[src/rtl/exec_ctl_pkg.sv]
// Shared types and constants for the execution sequencer.
package exec_ctl_pkg;

   typedef enum logic [2:0] {
      StIdle  = 3'd0,
      StCstep = 3'd1,
      StIstep = 3'd2,
      StRun   = 3'd3,
      StBreak = 3'd4
   } ctl_state_e;

   localparam logic [1:0] MODE_CYC   = 2'b00;
   localparam logic [1:0] MODE_INSTR = 2'b01;
   localparam logic [1:0] MODE_RUN   = 2'b10;

endpackage

[src/rtl/tick_gen.sv]
// Prescaler: counts 0..DIV-1 and flags the terminal count, restartable via clear_i.
module tick_gen #(
   parameter int unsigned DIV = 4
) (
   input  logic clk_i,
   input  logic rst_i,
   input  logic clear_i,
   output logic tick_o
);

   localparam int unsigned W = (DIV > 1) ? $clog2(DIV) : 1;
   localparam logic [W-1:0] Last = W'(DIV - 1);

   logic [W-1:0] cnt_q, cnt_d;

   assign tick_o = (cnt_q == Last);

   always_comb begin
      cnt_d = cnt_q + 1'b1;
      if (clear_i || tick_o) begin
         cnt_d = '0;
      end
   end

   always_ff @(posedge clk_i or posedge rst_i) begin
      if (rst_i) begin
         cnt_q <= '0;
      end else begin
         cnt_q <= cnt_d;
      end
   end

endmodule

[src/rtl/exec_controller.sv]
// Execution sequencer issuing one-cycle processor enable pulses (step, istep, run).
// Breakpoint compare and BREAK state are built only when EXECCTL_BREAKPOINT_EN is defined.
module exec_controller
   import exec_ctl_pkg::*;
#(
   parameter int unsigned RUN_DIV     = 25000000,
   parameter logic [3:0]  FETCH_STATE = 4'h1
) (
   input  logic        clk_i,
   input  logic        rst_i,
   input  logic        go_i,
   input  logic [1:0]  mode_i,
   input  logic [6:0]  break_pc_i,
   input  logic        break_arm_i,
   input  logic [6:0]  pc_i,
   input  logic [3:0]  state_i,
   output logic        proc_en_o,
   output logic [2:0]  ctl_state_o,
   output logic        running_o,
   output logic        break_hit_o,
   output logic [15:0] cycle_count_o,
   output logic [15:0] instr_count_o
);

   ctl_state_e  state_q, state_d;
   logic        proc_en_q, proc_en_d;
   logic        armed_q, armed_d;
   logic        running_q, running_d;
   logic [15:0] cycle_q, cycle_d;
   logic [15:0] instr_q, instr_d;
   logic        tick, clear, is_fetch, brk_match;

   assign is_fetch = (state_i == FETCH_STATE);

`ifdef EXECCTL_BREAKPOINT_EN
   logic break_hit_q;

   assign brk_match   = break_arm_i && (pc_i == break_pc_i) && is_fetch;
   assign break_hit_o = break_hit_q;

   always_ff @(posedge clk_i or posedge rst_i) begin
      if (rst_i) begin
         break_hit_q <= 1'b0;
      end else begin
         break_hit_q <= (state_d == StBreak);
      end
   end
`else
   logic unused_brk;

   assign unused_brk  = ^{break_arm_i, break_pc_i};
   assign brk_match   = 1'b0;
   assign break_hit_o = 1'b0;
`endif

   tick_gen #(
      .DIV(RUN_DIV)
   ) u_tick_gen (
      .clk_i  (clk_i),
      .rst_i  (rst_i),
      .clear_i(clear),
      .tick_o (tick)
   );

   always_comb begin
      state_d   = state_q;
      proc_en_d = 1'b0;
      armed_d   = armed_q;
      clear     = 1'b0;
      unique case (state_q)
         StIdle: begin
            if (go_i) begin
               clear   = 1'b1;
               armed_d = 1'b0;
               case (mode_i)
                  MODE_INSTR: state_d = StIstep;
                  MODE_RUN:   state_d = StRun;
                  default:    state_d = StCstep;
               endcase
            end
         end
         StCstep: begin
            proc_en_d = 1'b1;
            state_d   = StIdle;
         end
         StIstep: begin
            // Go wins over a coincident tick
            if (go_i) begin
               state_d = StIdle;
            end else if (tick) begin
               if (armed_q && is_fetch) begin
                  state_d = StIdle;
               end else begin
                  proc_en_d = 1'b1;
                  armed_d   = 1'b1;
               end
            end
         end
         StRun: begin
            if (go_i) begin
               state_d = StIdle;
            end else if (tick) begin
               if (brk_match && armed_q) begin
                  state_d = StBreak;
               end else begin
                  proc_en_d = 1'b1;
                  armed_d   = 1'b1;
               end
            end
         end
         StBreak: begin
            if (go_i) begin
               state_d = StIdle;
            end
         end
         default: state_d = StIdle;
      endcase

      running_d = (state_d == StIstep) || (state_d == StRun);
      cycle_d   = cycle_q;
      instr_d   = instr_q;
      if (proc_en_d) begin
         cycle_d = cycle_q + 16'd1;
         if (is_fetch) begin
            instr_d = instr_q + 16'd1;
         end
      end
   end

   always_ff @(posedge clk_i or posedge rst_i) begin
      if (rst_i) begin
         state_q   <= StIdle;
         proc_en_q <= 1'b0;
         armed_q   <= 1'b0;
         running_q <= 1'b0;
         cycle_q   <= '0;
         instr_q   <= '0;
      end else begin
         state_q   <= state_d;
         proc_en_q <= proc_en_d;
         armed_q   <= armed_d;
         running_q <= running_d;
         cycle_q   <= cycle_d;
         instr_q   <= instr_d;
      end
   end

   assign proc_en_o     = proc_en_q;
   assign ctl_state_o   = state_q;
   assign running_o     = running_q;
   assign cycle_count_o = cycle_q;
   assign instr_count_o = instr_q;

endmodule

[config.mk]
export PLATFORM = sky130hd
export DESIGN_NAME = exec_controller
export DESIGN_NICKNAME = d
export VERILOG_FILES = /design/src/rtl/exec_ctl_pkg.sv /design/src/rtl/tick_gen.sv /design/src/rtl/exec_controller.sv
export SDC_FILE = /design/constraint.sdc
export NUM_CORES = 1
export LEC_CHECK = 0
export CORE_MARGIN = 5
export CORE_UTILIZATION = 30
export CTS_CLUSTER_DIAMETER = 100
export DETAILED_ROUTE_END_ITERATION = 7
export PLACE_DENSITY_LB_ADDON = 0.12
export SETUP_SLACK_MARGIN = 0.15
export SLEW_MARGIN = 40
export SYNTH_ARGS = -nofsm -noshare
export SYNTH_HDL_FRONTEND = slang
export SYNTH_HIERARCHICAL = 1
export SYNTH_SLANG_ARGS = --single-unit
export TNS_END_PERCENT = 50
[constraint.sdc]
create_clock -name clk_i -period 3.1 [get_ports clk_i]
set_input_delay 0.465 -clock clk_i [delete_from_list [all_inputs] [get_ports clk_i]]
set_output_delay 0.465 -clock clk_i [all_outputs]
set_load 0.02 [all_outputs]
==> results.cfg, run 1 <==
[outcome]
status = complete, no violations

[routing]
wl_met2_um = 2940
avgRoutedWirePerCell_um = 13.3
met3_length_um = 331
via_per_inst = 4.71
drtIter0Drc = 149
routed_wl_um = 6440
drt_pass1_iterations = 4
vias = 2284
top_layer = met4
drtAntennaViolNets = 0
met1Wirelength_um = 3110
drcViolationCount = 0

[global_routing]
grt_use_total = 0.110
grt_max_degree = 39
grt_pass1_vias = 2288
antenna_found_initial = 0
overflow = 0
grt_pass1_wl_um = 11200

[critical_path]
crit_chain = or4_1 -> nor4_1 -> and4bb_2 -> o21ai_4 -> a21oi_4 -> nand4_1 -> xnor2_1
start_kind = flop
r2r_cells = 7
crit_path_max_fanout = 7
critPathSlowestCell = or4_1
cp_top_family = simple AND/OR/NAND/NOR gates
worstPathRequired_ns = 3.33
cp-end-kind = flop
cp_num_cells = 7
arrival_ns = 2.86
criticalPathCategory = reg2reg
slowest_delay_ns = 0.61
crit_buf_inv = 0

[sta]
finalClockSkew_ns = 0.0127
final_hold_viol_count = 0
fmax_mhz = 379
layout_min_cycle_time_ns = 2.64
relSlewSlack = 0.632
holdWs_ns = 0.471
min_period_over_period = 0.850
rsz0062_at_grt = no
setup_viol = 0
finalSetupTns_ns = 0
maxSlewViolCount = 0
tightest_slew_ns = 0.551

[cells_and_area]
nets = 372
antenna-diode-count = 0
area_growth_pct = 25.4
drive_gt1_frac = 0.109

[floorplan]
start_util = 0.303
die_area_mm2 = 0.0124
ios = 62
rows = 37
die_h_um = 111
core-area_mm2 = 0.0102
die_x_um = 111

[hold_path]
hold_path_class = reg2reg
hold_path_depth = 1

[clocking]
cts_hold_buf = 0
clkTransAtPathRegs_ns = 0.07
cts.sinks = 63
cts_tree = yes
cts_resized = 0
clock_latency_ns = 0.34
cts_root_buf = clkbuf_8
htree_levels = 3
cts_setup_buffers = 0
clk_path_buf_depth = 2
numCtsBuffers = 9

[placement]
hpwlAfterDp_um = 4430
globalplace.congestion = 0.739
io_buffer_count = 45

[synthesis]
yosys-top-cells-area = dfrtp_1, xnor2_1, xor2_1
ys_ff_latch = 63
synthDistinctLibCells = 46
synth_nets = 322
ys_top_cells_by_count = dfrtp_1, xnor2_1, nor2_1
syn_area_mm2 = 0.00309
yosysWarnings = 6
synth_most_common_cell = dfrtp_1
synth_top_area_frac = 0.511
synth_top_cell_by_area = dfrtp_1
ys.flop_type = dfrtp_1
postSynthCellCount = 294
seq_area_frac_synth = 0.511
async_reset_ff_frac = 1.00
synth_edf_count = 0
postSynthAreaPerCell_um2 = 10.5

[power]
swShare = 0.315
power.switching_mw = 0.667
p_per_area_mw_per_mm2 = 547
power_frac_seq = 0.478
combPwrFrac = 0.210
internal-power_mw = 1.45
p_leak_nw = 1.60
ir_worst_vdd_mv = 0.329
power_frac_clock = 0.312

[job]
cap_violations = 0
==> final cells by class <==
cell class                 count  area (µm²)
clock buffer                  11         151
clock inverter                 5        32.5
fill                        1043        6310
inverter                       9        33.8
multi-input combinational    214        1440
sequential                    63        1580
tap                          136         170
timing repair buffer          47         465
==> path summary, 6_finish.rpt <==
check | from | end | slack [ns]
max in group asynchronous | rst_i | instr_count_o[7] | 2.13
worst min-delay path | instr_count_o[15] | instr_count_o[15] | 0.47
worst max register to register | u_tick_gen/cnt_q[10] | cycle_count_o[15] | 0.46
worst min register to register | instr_count_o[15] | instr_count_o[15] | 0.47
min in group asynchronous | rst_i | u_tick_gen/cnt_q[21] | 0.52
worst max-delay path | u_tick_gen/cnt_q[10] | cycle_count_o[15] | 0.46
==> layer usage <==
| layer | vias up | track usage |
|---|---|---|
| met5 | - | 0 |
| met4 | 0 | 0.0292 |
| met3 | 4 | 0.0435 |
| met2 | 51 | 0.168 |
| met1 | 1104 | 0.146 |
| li1 | 1125 | - |
==> registers in the layout (all words and copies together), names as in the netlist <==
signal	cells
proc_en_o	1
cycle_count_o	16
armed_q	1
running_o	1
ctl_state_o	3
u_tick_gen/cnt_q	25
instr_count_o	16
==> cells in the final DEF (no fill, tap or decap), types with 3 or more instances in the layout <==
master | synthesis | routed
nor2_1 | 28 | 28
xor2_1 | 14 | 14
a21oi_4 | 3 | 3
o31ai_1 | 6 | 6
nor3_1 | 4 | 4
and3_1 | 11 | 11
xnor2_1 | 29 | 29
clkdlybuf4s50_1 | 0 | 45
a21oi_1 | 10 | 10
or3_1 | 5 | 5
nand2b_1 | 4 | 4
dfrtp_1 | 63 | 63
o21ai_0 | 6 | 6
clkinvlp_4 | 0 | 3
clkbuf_8 | 0 | 11
inv_1 | 9 | 8
or4_1 | 9 | 9
nand2_1 | 23 | 23
nand3_1 | 15 | 15
nand4_1 | 16 | 16
ha_1 | 4 | 4
==> power groups by stage <==
stage	combinational, mW	sequential [mW]	clock (mW)
6_report	0.445	1.01	0.661
5_1_grt	0.494	1.03	0.729
2_1_floorplan	0.193	1.08	0
3_3_place_gp	0.453	1.03	0
4_1_cts	0.454	1.01	0.703
3_5_place_dp	0.453	1.03	0
==> stage by stage <==
step	instances	utilization	total power, mW	worst slack [ns]	area [µm²]
3_3_place_gp	469	0.362	1.48	0.478	3690
2_1_floorplan	294	-	1.28	0.789	3090
3_5_place_dp	469	0.362	1.48	0.454	3690
4_1_cts	485	0.380	2.17	0.421	3870
6_report	485	0.380	2.12	0.464	3870
5_1_grt	485	0.380	2.25	0.288	3870
==> cells by family after synthesis <==
| family | after synthesis | synth area share |
|---|---|---|
| other cells | 1 | 0.00122 |
| compound gates | 31 | 0.0779 |
| simple gates | 133 | 0.238 |
| mux | 2 | 0.00730 |
| xor+xnor | 43 | 0.122 |
| flops | 63 | 0.511 |
| buf+inv | 17 | 0.0260 |
| fa+ha+maj | 4 | 0.0162 |
==> worst reg2reg max path: cells and delay by family (launching register included) <==
family,cells,cell delay [ns]
compound gates,2,0.35
xor+xnor,1,0.16
flops,1,0.42
simple gates,4,1.59
Note: power is estimated with default switching activity, not from simulation.
==> inputs of run 2 (changes only) <==
Clock period 3.1 ns to 3.26 ns, I/O delays scaled along.
==> run 2 against run 1 <==
  * Clock power rose by 1%
  * Clock skew is essentially flat
  * Largest power group unchanged
  * First-iteration DRC count is 26% lower
  * Total power is 3.0% lower
  * Clock-buffer cell count up 1
==> results.cfg, run 2 (synthesis gave the netlist of run 1 again) <==
[placement]
globalplace.congestion = 0.737
hpwlAfterDp_um = 4590
placed_cells = 469
io_buffer_count = 45

[cells_and_area]
largest_reg_flops = 25
num-fill-cells = 1058
nets = 372
layout_common_cells = dfrtp_1, clkdlybuf4s50_1, xnor2_1
layout.core_utilization = 0.381
area_growth_pct = 25.6
regArea_mm2 = 0.00158
largest_register = u_tick_gen/cnt_q
multi_input_area_mm2 = 0.00144
stdcell_count = 485
final_common_cell = dfrtp_1
antenna-diode-count = 0
drive_gt1_frac = 0.103

[global_routing]
met3_usage = 0.0391
grt_use_total = 0.112
top_usage_layer = met2
grt_max_degree = 39
overflow = 0
grt_pass1_wl_um = 11500
grt_use_met2 = 0.173
antenna_found_initial = 0
gr-usage-met1 = 0.148
grt_pass1_vias = 2334

[critical_path]
start_kind = flop
criticalPathCategory = reg2reg
worst_r2r_endpoint = cycle_count_o[7]
cp-end-kind = flop
reg2reg_from = u_tick_gen/cnt_q[10]
crit_path_max_fanout = 7
regToRegSetupSlack_ns = 0.64
arrival_ns = 2.88
worstPathRequired_ns = 3.52
worstSetupStartpoint = u_tick_gen/cnt_q[10]
r2r_cells = 7

[sta]
tightest_slew_ns = 0.646
relSlewSlack = 0.568
final_hold_viol_count = 0
setup_viol = 0
maxSlewViolCount = 0
min_period_over_period = 0.804
rsz0062_at_grt = no
finalClockSkew_ns = 0.0124
finalSetupTns_ns = 0
holdWs_ns = 0.471
layout_min_cycle_time_ns = 2.62
fmax_mhz = 381

[clocking]
clock_latency_ns = 0.34
htree_levels = 3
clkTransAtPathRegs_ns = 0.07
numCtsBuffers = 9
cts_tree = yes
clk_path_buf_depth = 2
cts_setup_buffers = 0
cts_hold_buf = 0
cts_root_buf = clkbuf_8
cts.sinks = 63
cts_resized = 0

[routing]
drtIter0Drc = 111
drtAntennaViolNets = 0
drt_pass1_iterations = 4
avgRoutedWirePerCell_um = 13.5
routed_wl_um = 6540
via_per_inst = 4.74
vias = 2300
drcViolationCount = 0

[floorplan]
die_x_um = 111
die_area_mm2 = 0.0124
die_h_um = 111
rows = 37
ios = 62
start_util = 0.303
core-area_mm2 = 0.0102

[hold_path]
hold_path_depth = 1
min_from = instr_count_o[15]
hold_path_class = reg2reg
holdPathEnd = instr_count_o[15]

[outcome]
status = complete, no violations

[power]
power_mw = 2.05
ir_worst_vdd_mv = 0.219
p_leak_nw = 1.62
p_per_area_mw_per_mm2 = 530

[job]
cap_violations = 0
run 2: changes by cell type in the layout (fill, tap and decap cells not counted):
cell	delta
clkinv_2	+1
bufinv_16	+1
clkbuf_8	-1
clkinvlp_4	-3
clkbuf_1	+2
run 2: worst max-delay path by stage:
stage | endpoint | cells past startpoint
2_1_floorplan | cycle_count_o[7] | 7
3_3_place_gp | cycle_count_o[15] | 7
3_5_place_dp | cycle_count_o[15] | 7
4_1_cts | cycle_count_o[15] | 7
5_1_grt | cycle_count_o[7] | 7
6_report | cycle_count_o[7] | 7
run 2: stage by stage:
step           setup slack, ns  cell area [µm²]
3_3_place_gp             0.629             3690
4_1_cts                  0.595             3880
3_5_place_dp             0.616             3690
5_1_grt                  0.418             3880
2_1_floorplan            0.949             3090
6_report                 0.638             3880
run 2: area by class of cell:
type                       instances  area share
timing repair buffer              47       0.120
sequential                        63       0.407
clock inverter                     4      0.0116
tap                              136      0.0439
inverter                           9     0.00872
clock buffer                      12      0.0374
multi-input combinational        214       0.372
run 2: per-layer routing:
metal,up-vias,part of all wire
li1,1126,-
met1,1128,0.48
met2,41,0.46
met3,5,0.052
met4,0,0.0078
met5,-,0
run 2: worst max-delay path, stage by stage, from the launching register on:
cell	delay, ns
dfrtp_1	0.42
or4_1	0.61
nor4_1	0.48
and4bb_2	0.35
o21ai_4	0.10
a21oi_4	0.24
and3_1	0.21
xor2_1	0.14
run 2: power by group:
group          internal [mW]  total [mW]  switching [mW]
Sequential             0.862       0.961          0.0989
Combinational          0.203       0.424           0.221
Clock                  0.371       0.669           0.298
Total                   1.44        2.05           0.618
